## src/rtl/serial_adder_if.sv

```systemverilog
// Handshake and operand/result bundle for the bit-serial adder.
// The requester side drives start/operands; the adder side returns status and result.
interface serial_adder_if #(
  parameter int WIDTH = 8
);
  logic             start;
  logic [WIDTH-1:0] a;
  logic [WIDTH-1:0] b;
  logic             cin;
  logic             busy;
  logic             done;
  logic [WIDTH-1:0] sum;
  logic             cout;

  modport master (
    output start, a, b, cin,
    input  busy, done, sum, cout
  );

  modport slave (
    input  start, a, b, cin,
    output busy, done, sum, cout
  );
endinterface

```

## src/rtl/serial_adder.sv

```systemverilog
// Bit-serial adder: one full-adder step per clock, LSB first.
// The result appears WIDTH cycles after an accepted start, with a one-cycle done pulse.
module serial_adder #(
  parameter int WIDTH = 8
) (
  input  logic         clk,
  input  logic         rst,
  serial_adder_if.slave bus
);

  localparam int CW = (WIDTH > 1) ? $clog2(WIDTH) : 1;
  localparam logic [CW-1:0] LAST = CW'(WIDTH - 1);

  typedef enum logic [1:0] {
    IDLE  = 2'd0,
    SHIFT = 2'd1,
    DONE  = 2'd2
  } state_t;

  state_t           state_reg, state_next;
  logic [WIDTH-1:0] a_reg, b_reg, res_reg, sum_reg;
  logic [WIDTH-1:0] res_next;
  logic [CW-1:0]    cnt_reg;
  logic             carry_reg, cout_reg;
  logic             ha1_s, ha1_c, ha2_c, fa_s, fa_c;

  // Full adder built from two half adders; the carries are OR-ed.
  assign ha1_s    = a_reg[0] ^ b_reg[0];
  assign ha1_c    = a_reg[0] & b_reg[0];
  assign fa_s     = ha1_s ^ carry_reg;
  assign ha2_c    = ha1_s & carry_reg;
  assign fa_c     = ha1_c | ha2_c;
  assign res_next = {fa_s, res_reg[WIDTH-1:1]};

  always_ff @(posedge clk) begin
    if (rst) begin
      state_reg <= IDLE;
    end else begin
      state_reg <= state_next;
    end
  end

  always_comb begin
    state_next = state_reg;
    case (state_reg)
      IDLE:    if (bus.start) state_next = SHIFT;
      SHIFT:   if (cnt_reg == LAST) state_next = DONE;
      DONE:    state_next = IDLE;
      default: state_next = IDLE;
    endcase
  end

  always_ff @(posedge clk) begin
    if (rst) begin
      a_reg     <= '0;
      b_reg     <= '0;
      res_reg   <= '0;
      carry_reg <= 1'b0;
      cnt_reg   <= '0;
      sum_reg   <= '0;
      cout_reg  <= 1'b0;
    end else begin
      case (state_reg)
        IDLE: begin
          if (bus.start) begin
            a_reg     <= bus.a;
            b_reg     <= bus.b;
            carry_reg <= bus.cin;
            res_reg   <= '0;
            cnt_reg   <= '0;
          end
        end
        SHIFT: begin
          a_reg     <= a_reg >> 1;
          b_reg     <= b_reg >> 1;
          carry_reg <= fa_c;
          res_reg   <= res_next;
          cnt_reg   <= cnt_reg + 1'b1;
          // The last bit is folded in on the same edge the result is published.
          if (cnt_reg == LAST) begin
            sum_reg  <= res_next;
            cout_reg <= fa_c;
          end
        end
        default: ;
      endcase
    end
  end

  assign bus.busy = (state_reg == SHIFT);
  assign bus.done = (state_reg == DONE);
  assign bus.sum  = sum_reg;
  assign bus.cout = cout_reg;

endmodule

```

## src/flat_wrapper.sv

```systemverilog
// flat-port wrapper written by rule: the top's interface ports become plain ports
module serial_adder_flat 
#(
  parameter int WIDTH = 8
)
  (clk, rst, bus_start, bus_a, bus_b, bus_cin, bus_busy, bus_done, bus_sum, bus_cout);
  serial_adder_if #(.WIDTH(WIDTH)) bus_i ();
  input  logic clk;
  input  logic rst;
  input wire logic [$bits(bus_i.start)-1:0] bus_start;
  input wire logic [$bits(bus_i.a)-1:0] bus_a;
  input wire logic [$bits(bus_i.b)-1:0] bus_b;
  input wire logic [$bits(bus_i.cin)-1:0] bus_cin;
  output wire logic [$bits(bus_i.busy)-1:0] bus_busy;
  output wire logic [$bits(bus_i.done)-1:0] bus_done;
  output wire logic [$bits(bus_i.sum)-1:0] bus_sum;
  output wire logic [$bits(bus_i.cout)-1:0] bus_cout;
  assign bus_i.start = bus_start;
  assign bus_i.a = bus_a;
  assign bus_i.b = bus_b;
  assign bus_i.cin = bus_cin;
  assign bus_busy = bus_i.busy;
  assign bus_done = bus_i.done;
  assign bus_sum = bus_i.sum;
  assign bus_cout = bus_i.cout;
  serial_adder #(.WIDTH(WIDTH)) u_core (.clk(clk), .rst(rst), .bus(bus_i));
endmodule
```

## config.mk

```make
export PLATFORM = sky130hd
export DESIGN_NAME = serial_adder_flat
export DESIGN_NICKNAME = d
export VERILOG_FILES = /design/src/rtl/serial_adder_if.sv /design/src/rtl/serial_adder.sv /design/src/flat_wrapper.sv
export SDC_FILE = /design/constraint.sdc
export NUM_CORES = 1
export LEC_CHECK = 0
export CAP_MARGIN = 20
export CORE_MARGIN = 2
export CORE_UTILIZATION = 30
export CTS_CLUSTER_SIZE = 40
export DETAILED_ROUTE_END_ITERATION = 8
export GPL_TIMING_DRIVEN = 1
export PLACE_DENSITY = 0.59
export SYNTH_ARGS = -nofsm -noshare
export SYNTH_HDL_FRONTEND = slang
export SYNTH_SLANG_ARGS = --single-unit
```

## constraint.sdc

```tcl
create_clock -name clk -period 1.8 [get_ports clk]
set_input_delay 0.54 -clock clk [delete_from_list [all_inputs] [get_ports clk]]
set_output_delay 0.54 -clock clk [all_outputs]
set_load 0.02 [all_outputs]
```

==> impl_metrics.toml, run 1 <==
[status]
status = "finished clean"

[place]
portBuffers = 30
gp_congestion = 0.6967
dpl.cell_count = 261
place_hpwl_um = 2299

[routing]
routed-via-count = 1235
antenna_left = 0
first_pass_iters = 3
postRouteWirelength_um = 3178
vias_per_cell = 4.591
drt-initial-drc-count = 44
drc_errors = 0
wl_per_cell_um = 11.81

[floorplanning]
io_pins = 31
die_area_um2 = 6054
core_um2 = 5172
rows = 26
initial_utilization = 0.3159
die_h_um = 77.81
die_w_um = 77.81

[critical_path]
arrival_ps = 1220
crit_fanout = 2
critPathSlowestCell = "clkdlybuf4s50_1"
max_stage_delay_ps = 600
timing.critical_path.required_ps = 1260
critPathCaptureType = "output port"
critPathBufInv = 1
critical_path.top_delay_family = "buffers and inverters"
cp-start-kind = "flip-flop"
crit_type = "flip-flop to output port"
crit_chain = "clkdlybuf4s50_1"

[clocking]
cts_tree = "done"
cts_max_level = 2
cts_buffers = 5
clock_latency_ps = 290
cts_root_buf = "clkbuf_8"
cts_sinks = 38
clkTransAtPathRegs_ps = 80
postCtsSetupBuffers = 0
cts_buffer_depth = 2
postCtsHoldBufs = 0

[timing]
rsz0062_at_grt = "false"
min_period_over_period = 0.9789
worst_slew_pin_slew_ps = 396.5
period_minus_slack_ps = 1762
fmax_mhz = 567.6
fin_skew_ps = 7.570
finalSetupViolations = 0
hold_viol = 0
timing.final.max_slew_violations = 0
slew_headroom = 0.7348

[layout]
fin_nets = 221
area_growth_pct = 30.93
drive_gt1_frac = 0.1809
instances_no_fill = 269
diodes = 0

[yosys]
yosysWarnings = 0
synth.avg_cell_area_um2 = 10.02
synth-main-ff-cell = "dfxtp_1"
synth.distinct_cells = 24
syn-num-nets = 186
netlist.top_cell.by_area = "dfxtp_1"
synth_cells = 163
ys_seq_elements = 38
synth.cell_area_um2 = 1634
synth_most_common_cell = "dfxtp_1"
ys_top_cells_by_count = "dfxtp_1 (38), nor2_1 (27), nand2_1 (18)"
synth_edf_count = 0
synth_seq_area_share = 0.4655
synth_area_leaders = "dfxtp_1 (47%), a211oi_2 (11%), mux2i_1 (8.6%), nor2_1 (6.2%), a22oi_1 (5.1%)"
async_flop_share = 0
synth_top_area_share = 0.4655

[worst_hold_path]
hold_path_class = "flip-flop to flip-flop"

[power]
p_leak_uw = 0.0009054
p_total_uw = 1747
power_density_nw_per_um2 = 816.4
irDropWorstVdd_mv = 0.2551

[global_routing]
grt_max_degree = 33
track_usage = 0.1132
antenna_found_initial = 0
grt_pass1_wl_um = 5485
grt_overflow = 0
grt_pass1_vias = 1212

[flow_run]
cap_violations = 0
==> metrics by stage <==
| stage | hold WS [ps] | setup slack, ps | util | setup TNS, ps | cell area [um2] |
|---|---|---|---|---|---|
| floorplan | 431.6 | 334.7 | - | 0 | 1634 |
| global route | 477.9 | 4.607 | 0.4136 | 0 | 2140 |
| CTS | 459.6 | 4.865 | 0.4115 | 0 | 2128 |
| detailed placement | 449.4 | -30.82 | 0.3938 | -157.9 | 2037 |
| global placement | 446.3 | -14.23 | 0.3938 | -23.84 | 2037 |
| finish | 452.4 | 38.05 | 0.4136 | 0 | 2140 |
==> routing by layer <==
layer / wire, um / share of wire / vias up / GRT usage
li1: - / - / 640 / -
met1: 1560 / 0.49 / 572 / 0.1446
met2: 1449 / 0.46 / 17 / 0.1767
met3: 107 / 0.034 / 6 / 0.03372
met4: 61 / 0.019 / 0 / 0.04821
met5: 0 / 0 / - / 0
==> area by class of cell <==
type	instances	area, um2
clock buffers	6	82.58
clock inverters	2	12.51
fillers	493	3033
inverters	2	7.507
multi-input cells	109	765.7
flip-flops and latches	38	760.7
well taps	70	87.58
repair buffers	42	422.9
==> report_power, final <==
group / switching, uW / total [uW] / internal, uW / leakage, uW
Combinational: 115 / 243 / 128 / 0.000547
Sequential: 21.6 / 901 / 880 / 0.000311
Clock: 294 / 602 / 308 / 0.0000472
==> placed cells by master (no fill, tap or decap), types with 2 or more instances in the layout <==
| cell | n |
|---|---|
| dfxtp_1 | 38 |
| inv_1 | 2 |
| buf_4 | 10 |
| ha_1 | 2 |
| dlygate4sd2_1 | 2 |
| a21oi_1 | 9 |
| nand2_1 | 18 |
| dlymetal6s2s_1 | 6 |
| nor2b_1 | 2 |
| buf_12 | 2 |
| nor2_1 | 27 |
| clkbuf_8 | 6 |
| mux2i_1 | 14 |
| nor3b_1 | 2 |
| a22oi_1 | 11 |
| clkdlybuf4s50_1 | 21 |
| nor4b_1 | 2 |
| a211oi_2 | 14 |
==> kinds of logic after synthesis <==
family,share of synthesized area
AO/OA/AOI/OAI,0.2113
adder cells (fa/ha/maj),0.02756
buffers and inverters,0.06585
flip-flops,0.4655
multiplexers,0.08576
AND/OR/NAND/NOR,0.1439
==> what timing repair did <==
| action | 4_1_cts | 5_1_grt |
|---|---|---|
| endpoints found under the setup margin | 3 | 7 |
| resized for setup | 3 | 8 |
| pin swaps | 0 | 0 |
| hold endpoints to repair | 0 | 0 |
==> worst paths after layout <==
path                        from                end  slack, ps  cells after the start
max            u_core.bus.sum[7]         bus_sum[7]         40                      1
max reg2reg  u_core.state_reg[0]    u_core.b_reg[1]        310                      5
min reg2reg    u_core.bus.sum[2]  u_core.bus.sum[2]        450                      2
min            u_core.bus.sum[2]  u_core.bus.sum[2]        450                      2
Power figures use the tool's default switching activity.
==> run 2: changes to the inputs <==
- CORE_ASPECT_RATIO: not set -> 1.75
==> run 2 against run 1 <==
Clock skew is essentially flat; sequential share of layout area increased by 0.92 points; hold slack improved by 1.9 ps; via count down 0.73%; first-iteration DRC count fell by 30%; final cell count down 7.1%; largest cell class unchanged; largest power group unchanged; highest routed layer unchanged.
==> impl_metrics.toml, run 2 (synthesis gave the netlist of run 1 again) <==
[status]
status = "finished clean"

[clocking]
cts_tree = "done"
cts_root_buf = "clkbuf_8"
clock_latency_ps = 290
cts_buffers = 5
cts_resized = 2
postCtsSetupBuffers = 0
postCtsHoldBufs = 0
clkTransAtPathRegs_ps = 80
cts_buffer_depth = 2
cts_sinks = 38
cts_max_level = 2

[routing]
first_pass_iters = 4
drt-initial-drc-count = 31
vias_per_cell = 4.904
postRouteWirelength_um = 3169
wl_per_cell_um = 12.68
drc_errors = 0
antenna_left = 0
routed-via-count = 1226

[layout]
area_growth_pct = 27.64
drive_gt1_frac = 0.1590
nFillCells = 541
final_area_um2 = 2086
fin_nets = 217
final_common_cell = "dfxtp_1"
diodes = 0
layout_common_cells = "dfxtp_1 (38), nor2_1 (27), clkdlybuf4s50_1 (26)"

[global_routing]
grt_pass1_vias = 1153
track_usage = 0.1178
grt_pass1_wl_um = 5347
antenna_found_initial = 0
grt_overflow = 0
grt_max_degree = 39

[timing]
tns_ps = 0
min_period_over_period = 0.9816
worst_slew_pin_slew_ps = 458.2
slew_headroom = 0.6902
rsz0062_at_grt = "false"
period_minus_slack_ps = 1767
finalSetupViolations = 0
fin_skew_ps = 7.511
hold_viol = 0
fmax_mhz = 566.0
timing.final.max_slew_violations = 0
postLayoutSetupSlackWorst_ps = 33.10

[critical_path]
arrival_ps = 1230
critPathBufInv = 1
critical_path.top_delay_family = "buffers and inverters"
critPathSlowestCell = "clkdlybuf4s50_1"
critPathCaptureType = "output port"
cp-start-kind = "flip-flop"
crit_fanout = 2
max_stage_delay_ps = 600
crit_type = "flip-flop to output port"
timing.critical_path.required_ps = 1260
crit_chain = "clkdlybuf4s50_1"

[floorplanning]
initial_utilization = 0.3110
die_w_um = 59.79
core_um2 = 5255
io_pins = 31
die_h_um = 101.6
rows = 35
die_area_um2 = 6076

[power]
irDropWorstVdd_mv = 0.4583
p_leak_uw = 0.0008082
power_density_nw_per_um2 = 834.1

[flow_run]
cap_violations = 0

[place]
post-place-ws_ps = -70.59
gp_congestion = 0.7389
portBuffers = 30
place_hpwl_um = 2309
place_area_um2 = 1988

[worst_hold_path]
hold_path_class = "flip-flop to flip-flop"
==> run 2: power by group <==
part / total [uW] / internal (uW) / switching, uW / leakage [uW]
registers: 902 / 880 / 21.9 / 0.000311
logic: 235 / 122 / 113 / 0.000450
clock network: 603 / 308 / 296 / 0.0000472
total: 1740 / 1310 / 431 / 0.000808
==> run 2: metrics by stage <==
step	hold WS, ps	power (uW)	std cells	utilization
final	454.3	1740	250	0.3969
after global routing	469.2	1831	250	0.3969
after CTS	456.8	1768	250	0.3960
after detailed placement	444.5	1162	242	0.3783
after global placement	442.9	1159	242	0.3783
after floorplan	431.6	1081	163	-
==> run 2: layout make-up <==
class	count	area [um2]	share of cell area
clock inverters	2	12.51	0.005999
clock buffers	6	82.58	0.03959
inverters	2	7.507	0.003599
repair buffers	38	387.9	0.1860
flip-flops and latches	38	760.7	0.3647
multi-input cells	109	765.7	0.3671
well taps	55	68.82	0.03299
==> run 2: final timing paths <==
check                                          from                end  slack [ps]  depth (start not counted)
worst max register to register  u_core.state_reg[0]    u_core.b_reg[6]         260                          6
worst max-delay path              u_core.bus.sum[0]         bus_sum[0]          30                          1
worst min-delay path              u_core.res_reg[1]  u_core.bus.sum[0]         450                          2
worst min register to register    u_core.res_reg[1]  u_core.bus.sum[0]         450                          2
==> run 2: layer usage <==
| metal | part of all wire | wire length (um) | global-route usage |
|---|---|---|---|
| met1 | 0.39 | 1244 | 0.1234 |
| met2 | 0.54 | 1704 | 0.2040 |
| met3 | 0.048 | 152 | 0.03959 |
| met4 | 0.021 | 68 | 0.05641 |
| met5 | 0 | 0 | 0 |
==> run 3: changes to the inputs <==
- ABC_AREA: not set -> 0
- ABC_CLOCK_PERIOD_IN_PS: not set -> 1800
==> results of run 3 <==
No change in the layout: final DEF, timing and power equal those of run 2.
